[config.mk]
export PLATFORM = sky130hd
export DESIGN_NAME = cache_controller
export DESIGN_NICKNAME = d
export VERILOG_FILES = /design/src/rtl/cache_controller.sv
export SDC_FILE = /design/constraint.sdc
export NUM_CORES = 1
export LEC_CHECK = 0
export CORE_MARGIN = 4
export CORE_UTILIZATION = 40
export DETAILED_ROUTE_END_ITERATION = 16
export PLACE_DENSITY = 0.82
export SYNTH_ARGS = -nofsm -noshare
export SYNTH_HDL_FRONTEND = slang
export SYNTH_SLANG_ARGS = --single-unit
[constraint.sdc]
create_clock -name CLK -period 4.9 [get_ports CLK]
set_clock_uncertainty 0.05 [all_clocks]
set_input_delay 1.47 -clock CLK [delete_from_list [all_inputs] [get_ports CLK]]
set_output_delay 1.47 -clock CLK [all_outputs]
set_load 0.01 [all_outputs]
[src/rtl/cache_controller.sv]
// Miss-handling controller for a 2-way set-associative write-back cache with one LRU bit per set.
// Define CACHE_STATS_EN to add the HitCount/MissCount statistics outputs.
module cache_controller #(
    parameter int DATA_WIDTH        = 32,
    parameter int SET_ADDRESS_WIDTH = 2,
    parameter int TAG_WIDTH         = DATA_WIDTH - SET_ADDRESS_WIDTH - 2
) (
    input  logic                  CLK,
    input  logic                  RST,
    input  logic                  MemRead,
    input  logic                  MemWrite,
    input  logic [DATA_WIDTH-1:0] A,
    input  logic                  Hit0,
    input  logic                  Hit1,
    input  logic                  Valid0,
    input  logic                  Valid1,
    input  logic                  Dirty0,
    input  logic                  Dirty1,
    input  logic [TAG_WIDTH-1:0]  VictimTag,
    input  logic                  MemAck,
    output logic                  Stall,
    output logic                  VictimWay,
    output logic                  SetDirty,
    output logic                  FillWE,
    output logic                  MemReq,
    output logic                  MemWE,
    output logic [DATA_WIDTH-1:0] MemA
`ifdef CACHE_STATS_EN
    ,
    output logic [31:0]           HitCount,
    output logic [31:0]           MissCount
`endif
);

    localparam int NUM_SETS = 2 ** SET_ADDRESS_WIDTH;

    typedef enum logic [1:0] {
        IDLE,
        WRITEBACK,
        REFILL,
        FILL
    } state_e;

    state_e                       state_q, state_d;
    logic [NUM_SETS-1:0]          lru_q, lru_d;
    logic [SET_ADDRESS_WIDTH-1:0] set_q, set_d;
    logic [TAG_WIDTH-1:0]         tag_q, tag_d;
    logic                         victim_q, victim_d;

    logic [SET_ADDRESS_WIDTH-1:0] reqSet;
    logic [TAG_WIDTH-1:0]         reqTag;
    logic [1:0]                   unusedByteOffset;
    logic                         request;
    logic                         hit;
    logic                         hitWay;
    logic                         missVictim;
    logic                         missNeedsWb;
    logic                         idleHit;
    logic                         idleMiss;

    assign reqSet           = A[SET_ADDRESS_WIDTH+1:2];
    assign reqTag           = A[DATA_WIDTH-1:SET_ADDRESS_WIDTH+2];
    assign unusedByteOffset = A[1:0];

    // A simultaneous read and write is handled as a write; a double hit resolves to way 0.
    assign request  = MemRead | MemWrite;
    assign hit      = Hit0 | Hit1;
    assign hitWay   = ~Hit0;
    assign idleHit  = (state_q == IDLE) & request & hit;
    assign idleMiss = (state_q == IDLE) & request & ~hit;

    // Empty ways are filled before anything is evicted; only a full set consults LRU.
    assign missVictim  = ~Valid0 ? 1'b0 : (~Valid1 ? 1'b1 : lru_q[reqSet]);
    assign missNeedsWb = missVictim ? (Valid1 & Dirty1) : (Valid0 & Dirty0);

    always_ff @(posedge CLK or posedge RST) begin
        if (RST) begin
            state_q  <= IDLE;
            lru_q    <= '0;
            set_q    <= '0;
            tag_q    <= '0;
            victim_q <= 1'b0;
        end else begin
            state_q  <= state_d;
            lru_q    <= lru_d;
            set_q    <= set_d;
            tag_q    <= tag_d;
            victim_q <= victim_d;
        end
    end

    always_comb begin
        state_d  = state_q;
        lru_d    = lru_q;
        set_d    = set_q;
        tag_d    = tag_q;
        victim_d = victim_q;
        case (state_q)
            IDLE: begin
                if (request && hit) begin
                    lru_d[reqSet] = ~hitWay;
                end else if (request) begin
                    set_d    = reqSet;
                    tag_d    = reqTag;
                    victim_d = missVictim;
                    state_d  = missNeedsWb ? WRITEBACK : REFILL;
                end
            end
            WRITEBACK: begin
                if (MemAck) begin
                    state_d = REFILL;
                end
            end
            REFILL: begin
                if (MemAck) begin
                    state_d = FILL;
                end
            end
            FILL: begin
                lru_d[set_q] = ~victim_q;
                state_d      = IDLE;
            end
            default: begin
                state_d = IDLE;
            end
        endcase
    end

    // Memory-side outputs are forced low while reset is held, independent of the state register.
    always_comb begin
        Stall     = (state_q != IDLE) | idleMiss;
        VictimWay = 1'b0;
        SetDirty  = 1'b0;
        FillWE    = 1'b0;
        MemReq    = 1'b0;
        MemWE     = 1'b0;
        MemA      = '0;
        if (!RST) begin
            case (state_q)
                IDLE: begin
                    SetDirty = idleHit & MemWrite;
                    if (idleMiss) begin
                        VictimWay = missVictim;
                    end
                end
                WRITEBACK: begin
                    VictimWay = victim_q;
                    MemReq    = 1'b1;
                    MemWE     = 1'b1;
                    MemA      = {VictimTag, set_q, 2'b00};
                end
                REFILL: begin
                    VictimWay = victim_q;
                    MemReq    = 1'b1;
                    MemA      = {tag_q, set_q, 2'b00};
                end
                FILL: begin
                    VictimWay = victim_q;
                    FillWE    = 1'b1;
                end
                default: begin
                    VictimWay = 1'b0;
                end
            endcase
        end
    end

`ifdef CACHE_STATS_EN
    logic [31:0] hitCount_q, hitCount_d;
    logic [31:0] missCount_q, missCount_d;
    logic        replayWindow_q, replayWindow_d;

    // The hit immediately after FILL is the replay of an already-counted miss.
    assign replayWindow_d = (state_q == FILL);
    assign hitCount_d     = hitCount_q + 32'(idleHit && !replayWindow_q);
    assign missCount_d    = missCount_q + 32'(idleMiss);

    always_ff @(posedge CLK or posedge RST) begin
        if (RST) begin
            hitCount_q     <= '0;
            missCount_q    <= '0;
            replayWindow_q <= 1'b0;
        end else begin
            hitCount_q     <= hitCount_d;
            missCount_q    <= missCount_d;
            replayWindow_q <= replayWindow_d;
        end
    end

    assign HitCount  = hitCount_q;
    assign MissCount = missCount_q;
`endif

endmodule

==> metrics.csv <==
metric,value,unit
largest net degree at the start of global routing,38,
insertion delay to the later sink of the worst-skew pair,0.28,ns
Initial Util,41.50,%
worst-path maximum fanout,12,
fin nets,395,
critical path's top delay family,buffers and inverters,
crit-path cells,"clkdlybuf4s50_1, inv_1, nand2_1, buf_4, nor3_1, clkdlybuf4s50_1",
pwr/cell area,492.1,mW/mm^2
detailed placement HPWL,4.443,mm
die width,80.80,microns
PnR worst setup slack,0.2480,ns
synthesis-to-finish area growth,59.03,%
startpoint types,input pin,
core area,0.005107,sq mm
global-route usage over all layers,19.20,%
final setup fails,0,
diode count,0,
worst hold start,lru_q[3],
CP Buf/Inv Count,4,
post-synth top area share,43.68,%
clk slew on worst S/H paths,0.07,ns
DR WL/cell,15.24,microns
clk sinks,37,
worst hold-check path type,reg2reg,
post-synthesis sequential area ratio,43.68,%
placed instance count,381,
Synth warnings,0,
drt first pass iters,4,
"Largest stage delay, worst path",0.57,ns
clk root buf,clkbuf_8,
min cycle time layout,4.652,ns
cts bufs inserted,5,
vias per cell,5.221,
"slowest stage cell, crit path",clkdlybuf4s50_1,
final worst-path cycle share,94.94,%
"top cells by area, synth","dfrtp_1 (44%), mux2_2 (14%), a22oi_1 (9.9%)",
Max IR drop VDD,286.0,uV
Rel. slew slack,44.68,%
"Avg Cell Area, Syn",9.998,sq um
Final Util,66.00,%
"worst slack, placed",-0.03225,ns
Critical Path Start,RST,
Max Root-Sink Buffers,2,
global-route wire length before repair,9.722,mm
H-tree depth,2,
Critical R2R Launch,state_q[0],
status,finished clean,
ANT nets after route,0,
row count,26,
GPL Wtd Cong,0.8808,
final hold vios,0,
post-route insts no fill,389,
DRT Wirelength,5.928,mm
Worst Tran Pin Value,0.8298,ns
number of I/O pins,109,
Pleak,1.400,nW
via count,2031,
RSZ-0062 raised after global routing,no,
die span in y,80.80,microns
Synth cell types,34,
Worst Path Arrival,3.13,ns
required time of the critical path,3.38,ns
"most used cell, CP",clkdlybuf4s50_1,
die footprint,0.006528,sq mm
number of global-route vias before repair,2051,
Max-cap violations,0,
CTS tree,yes,
critical path class,in2out,
share of cells above drive strength 1,14.73,%
Post-Syn Instances,212,
port bufs,104,
Yosys top cell by area,dfrtp_1,
f_max,0.2150,GHz
grt ovf,0,
Iter 0 DRT Violations,69,
synthesis-stage register bit count,37,
post-CTS setup buffers,0,
"Slew Viols, Final",0,
CP Capture Type,output port,
DRC viols,0,
Mapped Area,0.002120,sq mm
initial antenna violation count,0,
"Hold-fix buffers, CTS",0,
-- kinds of logic after synthesis --
| family | Yosys count | synth area share, % |
|---|---|---|
| AOI/OAI and AO/OA | 43 | 14.58 |
| adders and majority gates | 6 | 3.542 |
| other | 1 | 0.1769 |
| and+or+nand+nor | 66 | 14.35 |
| DFF | 37 | 43.68 |
| muxes | 35 | 19.07 |
| buffers and inverters | 24 | 4.604 |
-- where the power goes --
group / switching (mW) / leakage [nW] / total (mW) / internal (mW)
sequential: 0.0921 / 0.455 / 0.545 / 0.453
combinational: 0.397 / 0.887 / 0.841 / 0.445
clock: 0.107 / 0.0585 / 0.273 / 0.166
-- sequential cells by signal (all words and copies together), names as in the netlist --
| name | count |
|---|---|
| lru_q | 4 |
| state_q | 2 |
| tag_q | 28 |
| set_q | 2 |
| victim_q | 1 |
-- per-stage QoR --
stage / setup TNS, ns / area [sq um] / hold slack [ns] / total power, mW
4_1_cts: 0 / 3371 / 0.4400 / 1.673
3_3_place_gp: -0.03066 / 3256 / 0.4186 / 1.370
3_5_place_dp: -0.03225 / 3256 / 0.4241 / 1.395
6_report: 0 / 3371 / 0.4367 / 1.659
2_1_floorplan: 0 / 2123 / 0.4024 / 1.037
5_1_grt: 0 / 3371 / 0.4665 / 1.788
-- per-layer routing --
layer  share of wire, %  track usage (%)
met4                1.4            4.223
met3                8.8            7.428
met2                 50            33.94
met5                  0                0
met1                 40            22.00
-- path summary, 6_finish.rpt --
path	end	slack [ns]	cells past startpoint
worst min-delay path	lru_q[3]	0.44	1
max in group asynchronous	lru_q[0]	2.70	3
min in group asynchronous	tag_q[18]	1.77	3
worst max-delay path	MemA[3]	0.25	6
worst min register to register	lru_q[3]	0.44	1
worst max register to register	state_q[1]	2.61	6
-- cell usage after synthesis --
master / number
dfrtp_1: 37
nor2_1: 35
a22oi_1: 28
mux2_2: 27
clkbuf_1: 11
inv_1: 9
nand2_1: 7
nand3_1: 7
ha_1: 6
mux2_1: 6
o21ai_0: 4
nor2b_1: 3
nor3_1: 3
a21oi_1: 2
a31oi_1: 2
a32oi_1: 2
buf_1: 2
buf_4: 2
nor3b_1: 2
o22ai_1: 2
or3_1: 2
a21boi_1: 1
conb_1: 1
mux2i_1: 1
mux4_2: 1
nand2b_1: 1
nor2_2: 1
o2bb2ai_1: 1
o311a_1: 1
or2_1: 1
or2_2: 1
or2_4: 1
or3b_1: 1
or4_1: 1
-- layout by cell type (no fill, tap or decap), types with 2 or more instances in the layout --
cell type        count
clkdlybuf4s50_1    103
dfrtp_1             37
nor2_1              35
a22oi_1             28
mux2_2              27
inv_1                9
buf_4                9
nand3_1              7
nand2_1              7
mux2_1               6
ha_1                 6
clkbuf_8             6
o21ai_0              4
nor2b_1              3
nor3_1               3
or3_1                2
nor3b_1              2
a31oi_1              2
a32oi_1              2
o22ai_1              2
a21oi_1              2
conb_1               2
-- cell type report --
class                      instances  area, sq um
fill                             455         1737
inverter                           9        33.78
sequential                        37        925.9
clock buffer                       7        86.33
multi-input combinational        152         1100
clock inverter                     1        30.03
timing repair buffer             113         1107
tap                               70        87.58
-- timing repair --
action | CTS | global route
endpoints found under the setup margin | 1 | 0
gates resized for setup | 1 | 0
endpoints found under the hold margin | 0 | 0
Power figures use the tool's default switching activity.
